[config.mk]
export PLATFORM = sky130hd
export DESIGN_NAME = utx_ctrl
export DESIGN_NICKNAME = d
export VERILOG_FILES = /design/src/rtl/utx_pkg.sv /design/src/rtl/utx_fifo.sv /design/src/rtl/utx_ctrl.sv
export SDC_FILE = /design/constraint.sdc
export NUM_CORES = 1
export LEC_CHECK = 0
export ABC_CLOCK_PERIOD_IN_PS = 4730
export CAP_MARGIN = 10
export CORE_MARGIN = 5
export CORE_UTILIZATION = 66
export DETAILED_ROUTE_END_ITERATION = 7
export PLACE_DENSITY = 0.86
export SYNTH_ARGS = -nofsm -noshare
export SYNTH_HDL_FRONTEND = slang
export SYNTH_SLANG_ARGS = --single-unit
export TNS_END_PERCENT = 50
[constraint.sdc]
create_clock -name clk_sys -period 4.73 [get_ports clk_sys]
set_input_delay 0.473 -clock clk_sys [delete_from_list [all_inputs] [get_ports clk_sys]]
set_output_delay 0.473 -clock clk_sys [all_outputs]
set_load 0.03 [all_outputs]
[src/rtl/utx_pkg.sv]
// Shared definitions for the UART transmit path: parity modes and FSM states.
package utx_pkg;

  localparam int PAR_NONE = 0;
  localparam int PAR_EVEN = 1;
  localparam int PAR_ODD  = 2;

  typedef enum logic [2:0] {
    ST_IDLE   = 3'd0,
    ST_START  = 3'd1,
    ST_DATA   = 3'd2,
    ST_PARITY = 3'd3,
    ST_STOP   = 3'd4
  } utx_state_t;

  // Any mode other than even/odd (including the illegal value 3) sends no parity bit.
  function automatic bit has_parity(input int mode);
    return (mode == PAR_EVEN) || (mode == PAR_ODD);
  endfunction

endpackage

[src/rtl/utx_fifo.sv]
// Synchronous FIFO with registered full/empty/count; shared by the TX and RX paths.
module utx_fifo
  import utx_pkg::*;
#(
  parameter int DATA_W = 8,
  parameter int AW     = 4
) (
  input  logic              clk,
  input  logic              rst_n,
  input  logic              push,
  input  logic [DATA_W-1:0] push_data,
  input  logic              pop,
  output logic [DATA_W-1:0] pop_data,
  output logic              full,
  output logic              empty,
  output logic [AW:0]       count
);

  localparam int DEPTH = 2 ** AW;
  localparam logic [AW:0] FULL_CNT = {1'b1, {AW{1'b0}}};

  logic [DATA_W-1:0] mem [DEPTH];
  logic [AW-1:0]     wr_ptr;
  logic [AW-1:0]     rd_ptr;
  logic              do_push;
  logic              do_pop;
  logic [AW:0]       count_next;

  assign do_push  = push & ~full;
  assign do_pop   = pop & ~empty;
  assign pop_data = mem[rd_ptr];

  // Count follows pushes minus pops; a simultaneous push and pop leaves it unchanged.
  always_comb begin
    count_next = count;
    case ({do_push, do_pop})
      2'b10:   count_next = count + (AW + 1)'(1);
      2'b01:   count_next = count - (AW + 1)'(1);
      default: count_next = count;
    endcase
  end

  // Storage array carries no reset; only the pointers define what is valid.
  always_ff @(posedge clk) begin
    if (do_push) mem[wr_ptr] <= push_data;
  end

  // Pointers wrap naturally at 2**AW; flags are registered from the next count.
  always_ff @(posedge clk or negedge rst_n) begin
    if (!rst_n) begin
      wr_ptr <= '0;
      rd_ptr <= '0;
      count  <= '0;
      full   <= 1'b0;
      empty  <= 1'b1;
    end else begin
      if (do_push) wr_ptr <= wr_ptr + AW'(1);
      if (do_pop)  rd_ptr <= rd_ptr + AW'(1);
      count <= count_next;
      full  <= (count_next == FULL_CNT);
      empty <= (count_next == '0);
    end
  end

endmodule

[src/rtl/utx_ctrl.sv]
// UART transmitter: FIFO-buffered bytes serialised as start, data, optional parity, stop(s).
module utx_ctrl
  import utx_pkg::*;
#(
  parameter int DATA_W    = 8,
  parameter int BAUD_DIV  = 868,
  parameter int FIFO_AW   = 4,
  parameter int PAR_MODE  = 1,
  parameter int STOP_BITS = 1,
  parameter int MSB_FIRST = 1
) (
  input  logic              clk_sys,
  input  logic              rst_n,
  input  logic              tx_en,
  input  logic [DATA_W-1:0] tx_data,
  input  logic              tx_valid,
  output logic              tx_ready,
  input  logic              ovf_clr,
  output logic              ovf,
  output logic [FIFO_AW:0]  fifo_cnt,
  output logic              busy,
  output logic              uart_tx
);

  localparam int CNT_W = (BAUD_DIV > 2) ? $clog2(BAUD_DIV) : 1;
  localparam int IDX_W = $clog2(DATA_W);
  localparam bit USE_PAR = has_parity(PAR_MODE);
  localparam logic [CNT_W-1:0] CNT_LAST = CNT_W'(BAUD_DIV - 1);
  localparam logic [IDX_W-1:0] IDX_LAST = IDX_W'(DATA_W - 1);

  if (DATA_W < 5 || DATA_W > 9) begin : g_bad_data_w
    $error("utx_ctrl: DATA_W must be 5..9");
  end
  if (BAUD_DIV < 2) begin : g_bad_baud
    $error("utx_ctrl: BAUD_DIV must be >= 2");
  end
  if (FIFO_AW < 1) begin : g_bad_aw
    $error("utx_ctrl: FIFO_AW must be >= 1");
  end
  if (PAR_MODE < 0 || PAR_MODE > 3) begin : g_bad_par
    $error("utx_ctrl: PAR_MODE must be 0..3");
  end
  if (STOP_BITS != 1 && STOP_BITS != 2) begin : g_bad_stop
    $error("utx_ctrl: STOP_BITS must be 1 or 2");
  end

  utx_state_t        state;
  utx_state_t        state_next;
  logic [CNT_W-1:0]  baud_cnt;
  logic [IDX_W-1:0]  bit_idx;
  logic              stop_idx;
  logic [DATA_W-1:0] shreg;
  logic              par_bit;
  logic              tx_q;
  logic              busy_q;
  logic              ovf_q;

  logic              bit_end;
  logic              last_stop;
  logic              head_bit;
  logic              can_start;
  logic              tx_next;
  logic              pop_req;
  logic              shift;
  logic              idx_clr;
  logic              idx_inc;
  logic              stop_clr;
  logic              stop_inc;

  logic              fifo_full;
  logic              fifo_empty;
  logic [DATA_W-1:0] fifo_rd_data;
  logic              push;

  assign push      = tx_valid & ~fifo_full;
  assign tx_ready  = ~fifo_full;
  assign uart_tx   = tx_q;
  assign busy      = busy_q;
  assign ovf       = ovf_q;

  assign bit_end   = (baud_cnt == CNT_LAST);
  assign last_stop = (STOP_BITS == 1) ? 1'b1 : stop_idx;
  assign head_bit  = (MSB_FIRST != 0) ? shreg[DATA_W-1] : shreg[0];
  assign can_start = tx_en & ~fifo_empty;

  utx_fifo #(
    .DATA_W (DATA_W),
    .AW     (FIFO_AW)
  ) u_fifo (
    .clk       (clk_sys),
    .rst_n     (rst_n),
    .push      (push),
    .push_data (tx_data),
    .pop       (pop_req),
    .pop_data  (fifo_rd_data),
    .full      (fifo_full),
    .empty     (fifo_empty),
    .count     (fifo_cnt)
  );

  // Next state plus the line level for the next cycle, so uart_tx comes straight from a flop.
  always_comb begin
    state_next = state;
    tx_next    = tx_q;
    pop_req    = 1'b0;
    shift      = 1'b0;
    idx_clr    = 1'b0;
    idx_inc    = 1'b0;
    stop_clr   = 1'b0;
    stop_inc   = 1'b0;
    case (state)
      ST_IDLE: begin
        tx_next = 1'b1;
        if (can_start) begin
          pop_req    = 1'b1;
          state_next = ST_START;
          tx_next    = 1'b0;
        end
      end
      ST_START: begin
        if (bit_end) begin
          state_next = ST_DATA;
          tx_next    = head_bit;
          shift      = 1'b1;
          idx_clr    = 1'b1;
        end
      end
      ST_DATA: begin
        if (bit_end) begin
          if (bit_idx == IDX_LAST) begin
            if (USE_PAR) begin
              state_next = ST_PARITY;
              tx_next    = par_bit;
            end else begin
              state_next = ST_STOP;
              tx_next    = 1'b1;
              stop_clr   = 1'b1;
            end
          end else begin
            tx_next = head_bit;
            shift   = 1'b1;
            idx_inc = 1'b1;
          end
        end
      end
      ST_PARITY: begin
        if (bit_end) begin
          state_next = ST_STOP;
          tx_next    = 1'b1;
          stop_clr   = 1'b1;
        end
      end
      ST_STOP: begin
        tx_next = 1'b1;
        if (bit_end) begin
          if (last_stop) begin
            if (can_start) begin
              pop_req    = 1'b1;
              state_next = ST_START;
              tx_next    = 1'b0;
            end else begin
              state_next = ST_IDLE;
            end
          end else begin
            stop_inc = 1'b1;
          end
        end
      end
      default: begin
        state_next = ST_IDLE;
        tx_next    = 1'b1;
      end
    endcase
  end

  // State, serial line and busy flag; reset drives the line high immediately.
  always_ff @(posedge clk_sys or negedge rst_n) begin
    if (!rst_n) begin
      state  <= ST_IDLE;
      tx_q   <= 1'b1;
      busy_q <= 1'b0;
    end else begin
      state  <= state_next;
      tx_q   <= tx_next;
      busy_q <= (state_next != ST_IDLE);
    end
  end

  // Bit-period counter; every state change lands on bit_end, so START always begins at 0.
  always_ff @(posedge clk_sys or negedge rst_n) begin
    if (!rst_n) begin
      baud_cnt <= '0;
    end else if (state == ST_IDLE || bit_end) begin
      baud_cnt <= '0;
    end else begin
      baud_cnt <= baud_cnt + CNT_W'(1);
    end
  end

  // Data-bit and stop-bit indices within the frame.
  always_ff @(posedge clk_sys or negedge rst_n) begin
    if (!rst_n) begin
      bit_idx  <= '0;
      stop_idx <= 1'b0;
    end else begin
      if (idx_clr)      bit_idx <= '0;
      else if (idx_inc) bit_idx <= bit_idx + IDX_W'(1);
      if (stop_clr)      stop_idx <= 1'b0;
      else if (stop_inc) stop_idx <= 1'b1;
    end
  end

  // Shift register and parity are captured at the moment the word leaves the FIFO.
  always_ff @(posedge clk_sys or negedge rst_n) begin
    if (!rst_n) begin
      shreg   <= '0;
      par_bit <= 1'b0;
    end else if (pop_req) begin
      shreg   <= fifo_rd_data;
      par_bit <= (PAR_MODE == PAR_ODD) ? ~^fifo_rd_data : ^fifo_rd_data;
    end else if (shift) begin
      shreg <= (MSB_FIRST != 0) ? {shreg[DATA_W-2:0], 1'b0} : {1'b0, shreg[DATA_W-1:1]};
    end
  end

  // Sticky overflow; a new overflow in the same cycle as a clear keeps it set.
  always_ff @(posedge clk_sys or negedge rst_n) begin
    if (!rst_n) begin
      ovf_q <= 1'b0;
    end else if (tx_valid & fifo_full) begin
      ovf_q <= 1'b1;
    end else if (ovf_clr) begin
      ovf_q <= 1'b0;
    end
  end

endmodule

Word level (Yosys, flattened, before mapping)
Memories as Yosys holds them, arrays and structs flattened.
Cells that the tools add are included.
{"block": "totals", "reg_bits": 43, "mem_bits_rw": 128, "inputBits": 13, "output_inout_bits": 9, "elab_cells": 82, "memories": 1}
{"block": "classes", "n_addsub": 6, "eq_ne": 12, "n_mux": 34, "bitwise": 7, "n_reduce_logical": 9}
{"name": "u_fifo.mem", "words": 16, "word_bits": 8, "rd": 1, "rd_clocked_by_memory_dff": 0, "write_ports": 1, "line": "utx_fifo.sv:22", "rtl": "logic [DATA_W-1:0] mem [DEPTH];"}
{"cell": "$mux W3", "n": 8}
{"cell": "$mux W1", "n": 18}
{"cell": "$mux W8", "n": 2}
{"cell": "$pmux W3 S5", "n": 1}
{"cell": "$add A10 B1 Y10 const B", "n": 1}
{"cell": "$eq A10 B10 Y1 const B", "n": 1}
{"cell": "$mux W10", "n": 1}
{"cell": "$pmux W5 S2", "n": 1}
{"cell": "$add A4 B1 Y4 const B", "n": 2}
{"cell": "$reduce_xor A8 Y1", "n": 1}
{"cell": "$eq A3 B2 Y1 const B", "n": 2}
{"cell": "$eq A3 B3 Y1 const B", "n": 2}
{"cell": "$ne A2 B2 Y1 const B", "n": 3}
{"cell": "$reduce_bool A2 Y1", "n": 3}
{"cell": "$add A5 B1 Y5 const B", "n": 1}
{"cell": "$and A1 B1 Y1", "n": 5}
{"cell": "$eq A5 B5 Y1 const B", "n": 1}
{"cell": "$logic_not A5 Y1", "n": 1}
{"cell": "$pmux W1 S5", "n": 1}
{"cell": "$sub A5 B1 Y5 const B", "n": 1}
{"cell": "$pmux W1 S2", "n": 2}
{"cell": "$add A3 B1 Y3 const B", "n": 1}
{"cell": "$eq A3 B1 Y1 const B", "n": 1}
{"cell": "$logic_not A3 Y1", "n": 1}
{"cell": "other kinds (6)", "n": 7}

Depth between registers and ports, before layout
{"block": "logic_depth", "depth_word": 9, "mapped_depth": 13, "mapped_depth_nobuf": 13}

Hierarchy
Synthesis repeated with hierarchy kept, for this count alone.
{"block": "unflattened", "cells_unflattened": 419, "hier_area_um2": 7272.0}
{"mod": "utx_fifo", "instances": 1, "cells_each": 276, "area_per_inst_um2": 5761.8, "seq_area_each_um2": 4220.3}
{"mod": "utx_ctrl", "instances": 1, "cells_each": 143, "area_per_inst_um2": 1510.2, "seq_area_each_um2": 701.9}

Least setup slack after synthesis
OpenSTA, ideal clock, no wires.
{"block": "synth_timing", "path_kind": "reg-to-reg", "startpoint": "register baud_cnt[2]", "endpoint": "register u_fifo.full", "setup_time_ps": 80, "t_arrival_ps": 3016, "t_required_ps": 4650, "path_slack_ps": 1634, "path_stages_with_launch": 12, "n_path_buf": 0, "period_less_slack_ps": 3096, "path_cell_list": "dfrtp_1 > or4b_4 > o41ai_4 > nand2b_1 > clkinv_1 > ha_1 > a21oi_1 > a21boi_0 > nor3_1 > xor2_1 > or3_1 > nor3b_2"}
{"block": "synth_between", "elab_chain_cells": 7, "word_cells_on_any_way": 8, "cone_classes": "eq/ne: 4; mux: 3; bitwise: 1"}
{"item": "start: declaration", "line": "utx_ctrl.sv:49", "rtl": "logic [CNT_W-1:0] baud_cnt;"}
{"item": "start signal: assignment", "line": "utx_ctrl.sv:196", "rtl": "baud_cnt <= baud_cnt + CNT_W'(1);"}
{"item": "$eq A10 B10 Y1 *", "line": "utx_ctrl.sv:81", "rtl": "assign bit_end = (baud_cnt == CNT_LAST);"}
{"item": "$mux W1 *", "line": "utx_ctrl.sv:155", "rtl": "if (bit_end) begin"}
{"item": "$pmux W1 S2 *", "line": "utx_ctrl.sv:111", "rtl": "case (state)"}
{"item": "$and A1 B1 Y1 *", "line": "utx_fifo.sv:30", "rtl": "assign do_pop = pop & ~empty;"}
{"item": "$eq A2 B1 Y1 / $eq A2 B2 Y1 (equally long branches)", "line": "utx_fifo.sv:36", "rtl": "case ({do_push, do_pop})"}
{"item": "$pmux W5 S2 *", "line": "utx_fifo.sv:36"}
{"item": "via u_fifo.count_next[2]", "line": "utx_fifo.sv:27", "rtl": "logic [AW:0] count_next;"}
{"item": "$eq A5 B5 Y1 *", "line": "utx_fifo.sv:60", "rtl": "full <= (count_next == FULL_CNT);"}
{"item": "end signal: assignment", "line": "utx_fifo.sv:60"}
{"item": "end: declaration", "line": "utx_fifo.sv:14", "rtl": "output logic full,"}
The timed path passes the listed nets; every way through them passes the cells marked *.
A chain may end at the register's enable or synchronous reset.

Final worst setup path
{"block": "layout_timing", "startpoint": "register baud_cnt[2]", "endpoint": "register u_fifo.empty"}
{"block": "layout_between", "elab_chain_cells": 7, "word_cells_on_any_way": 8, "cone_classes": "eq/ne: 3; mux: 3; bitwise: 1; reduce/logical: 1"}
{"item": "$eq A10 B10 Y1 *", "line": "utx_ctrl.sv:81"}
{"item": "$mux W1 *", "line": "utx_ctrl.sv:155"}
{"item": "$pmux W1 S2 *", "line": "utx_ctrl.sv:111"}
{"item": "$and A1 B1 Y1 *", "line": "utx_fifo.sv:30"}
{"item": "$eq A2 B1 Y1 / $eq A2 B2 Y1 (equally long branches)", "line": "utx_fifo.sv:36"}
{"item": "$pmux W5 S2 *", "line": "utx_fifo.sv:36"}
{"item": "via u_fifo.count_next[2]", "line": "utx_fifo.sv:27"}
{"item": "$logic_not A5 Y1 *", "line": "utx_fifo.sv:61", "rtl": "empty <= (count_next == '0);"}
{"item": "end signal: assignment", "line": "utx_fifo.sv:61"}
{"item": "end: declaration", "line": "utx_fifo.sv:15", "rtl": "output logic empty,"}
Marks and branches as above.

==> flow_summary.ini <==
[cells_and_area]
finalNetCount = 493
diodes = 0
drive_gt1_share_pct = 18.6
synthToLayoutAreaGrowth_pct = 13.0

[worst_setup_path]
crit_required_ns = 5.18
criticalPathCategory = flop to flop
start_kind = flop
end_kind = flop
rr_worst_depth = 11
reg2reg_from = baud_cnt[2]
critPathLaunch = baud_cnt[2]
rrSetupSlack_ns = 0.92
critPathMaxFanout = 15
crit_end = u_fifo.empty
r2r-end = u_fifo.empty
crit_arrival_ns = 4.26

[routing]
ant_nets = 0
vias_per_cell = 6.38
vias = 3975
totalWireLength_um = 14300
drtIter0Drc = 377
avgRoutedWirePerCell_um = 23.0
first_pass_iters = 7
drc = 0

[placement]
gp_congestion = 0.818
place_hpwl_um = 9120
portBuffers = 21

[clocking]
clock-sinks = 171
cts_buffer_depth = 2
htreeDepth = 4
holdBufCountCts = 0
path_clk_slew_ns = 0.07
clock_tree.root_cell = clkbuf_8
cts_resized = 0
clock_latency_ns = 0.54
numCtsBuffers = 17
cts_tree = yes
post_cts_buffers = 0

[floorplan]
start_util_pct = 66.5
coreArea_um2 = 10700
io_pins = 22
die_w_um = 114
std_cell_rows = 38
die_h_um = 114
die_area_um2 = 13000

[sta]
maxSlewHeadroom_pct = 25.5
final_max_slew_viol_count = 0
rsz0062_at_grt = no
tns_ns = 0
fmax_mhz = 262
holdWs_ns = 0.0871
clock_skew_ns = 0.0114
worstMarginPinSlew_ns = 1.12
hold_viol = 0
min_period_ns = 3.81
period_share_pct = 80.6
setup_viol = 0

[yosys]
syn-num-nets = 461
synth-main-ff-cell = edfxtp_1
ys_seq_elements = 171
ys_seq_area_share_pct = 68.8
async_flop_share_pct = 25.1
synth.avg_cell_area_um2 = 16.3
synth_cells = 438
yosys_warnings = 0
synthDistinctLibCells = 50
synth_area_um2 = 7150
synth_edf_count = 128

[global_routing]
antenna_found_initial = 0
grt_first_pass_wirelength_um = 22600
grt_pass1_vias = 4130
grt_max_degree = 44
grt_usage_pct = 24.0
grt-ovfl-total = 0

[run_status]
status = completed

[power_and_ir_drop]
power_leakage_uw = 0.00283
peakVddDrop_v = 0.000420
powerDensity_nw_per_um2 = 451

[job]
maxCapViolCount = 0

[hold_path]
hp-class = input port to asynchronous set/reset pin
routing by layer:
layer | vias up | share of wire (%) | global-route usage (%)
li1 | 1744 | - | -
met1 | 2071 | 39 | 29.5
met2 | 135 | 54 | 41.4
met3 | 25 | 4.8 | 6.71
met4 | 0 | 2.0 | 7.84
met5 | - | 0 | 0
cell usage in the layout (no fill, tap or decap), types with 2 or more instances in the layout:
cell,count
and2_1,3
clkdlybuf4s50_1,20
a22oi_1,6
inv_8,2
nor3_1,7
xor2_1,7
nand2_1,38
edfxtp_1,128
clkinv_1,2
dfrtp_1,40
clkinv_2,2
and3_1,2
dfstp_2,2
xnor2_1,16
nand2b_1,5
nand4_1,3
nand3_1,8
o21ai_0,15
a21oi_1,6
mux4_2,34
clkinv_4,5
inv_6,3
mux2_2,3
clkbuf_16,16
mux2i_1,3
inv_1,11
ha_1,10
nor2b_1,5
or3_1,3
a22o_1,4
buf_4,9
nor2_1,33
a31oi_1,3
a221oi_1,5
worst max-delay path, stage by stage (launching register included):
cell      delay (ns)
dfrtp_1         0.45
or4b_4          0.58
o41ai_4         0.51
nand2b_1        0.42
clkinv_1        0.27
ha_1            0.22
a21oi_1         0.11
a21boi_0        0.15
nor3_1          0.31
xor2_1          0.12
or3_1           0.42
nor3_1          0.17
final cells by class:
class,count,area [µm²]
sequential,171,4920
clock inverter,14,136
inverter,12,45.0
fill,604,2670
multi-input combinational,238,2110
clock buffer,18,418
tap,140,175
timing repair buffer,30,273
sequential cells by signal, summed over array words and instances (netlist names):
signal         cells
u_fifo.empty       1
u_fifo.wr_ptr      4
u_fifo.count       5
baud_cnt          10
busy               1
state              3
u_fifo.full        1
u_fifo.rd_ptr      4
bit_idx            3
par_bit            1
shreg              8
ovf                1
uart_tx            1
u_fifo.mem       128
logic make-up after synthesis:
group | share of synthesized area [%]
xor+xnor | 3.36
simple gates | 7.91
mux | 11.6
fa+ha+maj | 1.75
compound gates | 4.85
buf+inv | 1.70
flops | 68.8
worst min-delay path by stage:
| stage | depth (start not counted) | to | slack [ns] |
|---|---|---|---|
| floorplan | 0 | baud_cnt[0] | 0.18 |
| global placement | 2 | bit_idx[1] | 0.46 |
| detailed placement | 2 | bit_idx[1] | 0.47 |
| CTS | 1 | baud_cnt[5] | 0.1 |
| global route | 1 | baud_cnt[5] | 0.14 |
| finish | 1 | baud_cnt[0] | 0.09 |
cell usage after synthesis, types with 2 or more instances:
library cell,number,area share [%]
a21oi_1,6,0.42
a221oi_1,5,0.61
a22o_1,4,0.49
a22oi_1,6,0.63
a31oi_1,3,0.26
and2_1,3,0.26
and3_1,2,0.17
buf_1,4,0.21
buf_2,4,0.28
buf_4,2,0.21
clkbuf_1,7,0.37
dfrtp_1,41,14
dfstp_2,2,0.73
edfxtp_1,128,54
ha_1,10,1.7
inv_1,11,0.58
mux2_2,3,0.47
mux2i_1,3,0.42
mux4_2,34,11
nand2_1,38,2.0
nand2b_1,5,0.44
nand3_1,8,0.56
nand4_1,3,0.26
nor2_1,33,1.7
nor2b_1,5,0.44
nor3_1,7,0.49
o21ai_0,15,1.0
or3_1,3,0.26
xnor2_1,16,2.0
xor2_1,7,0.86
report_power, final:
part           switching (µW)  leakage, µW  internal (µW)
Combinational             286     0.000857            181
Sequential                102      0.00170           1780
Clock                     586     0.000275            711
metrics by stage:
stage / utilization [%] / power, µW / setup slack [ns] / cell area [µm²] / instances
floorplan: - / 2170 / 1.63 / 7150 / 438
global placement: 70.0 / 2330 / 1.06 / 7520 / 591
detailed placement: 70.0 / 2360 / 0.938 / 7520 / 591
CTS: 75.2 / 3660 / 0.983 / 8080 / 623
global route: 75.2 / 3790 / 0.706 / 8080 / 623
finish: 75.2 / 3640 / 0.919 / 8080 / 623
Note: power is estimated with default switching activity, not from simulation.
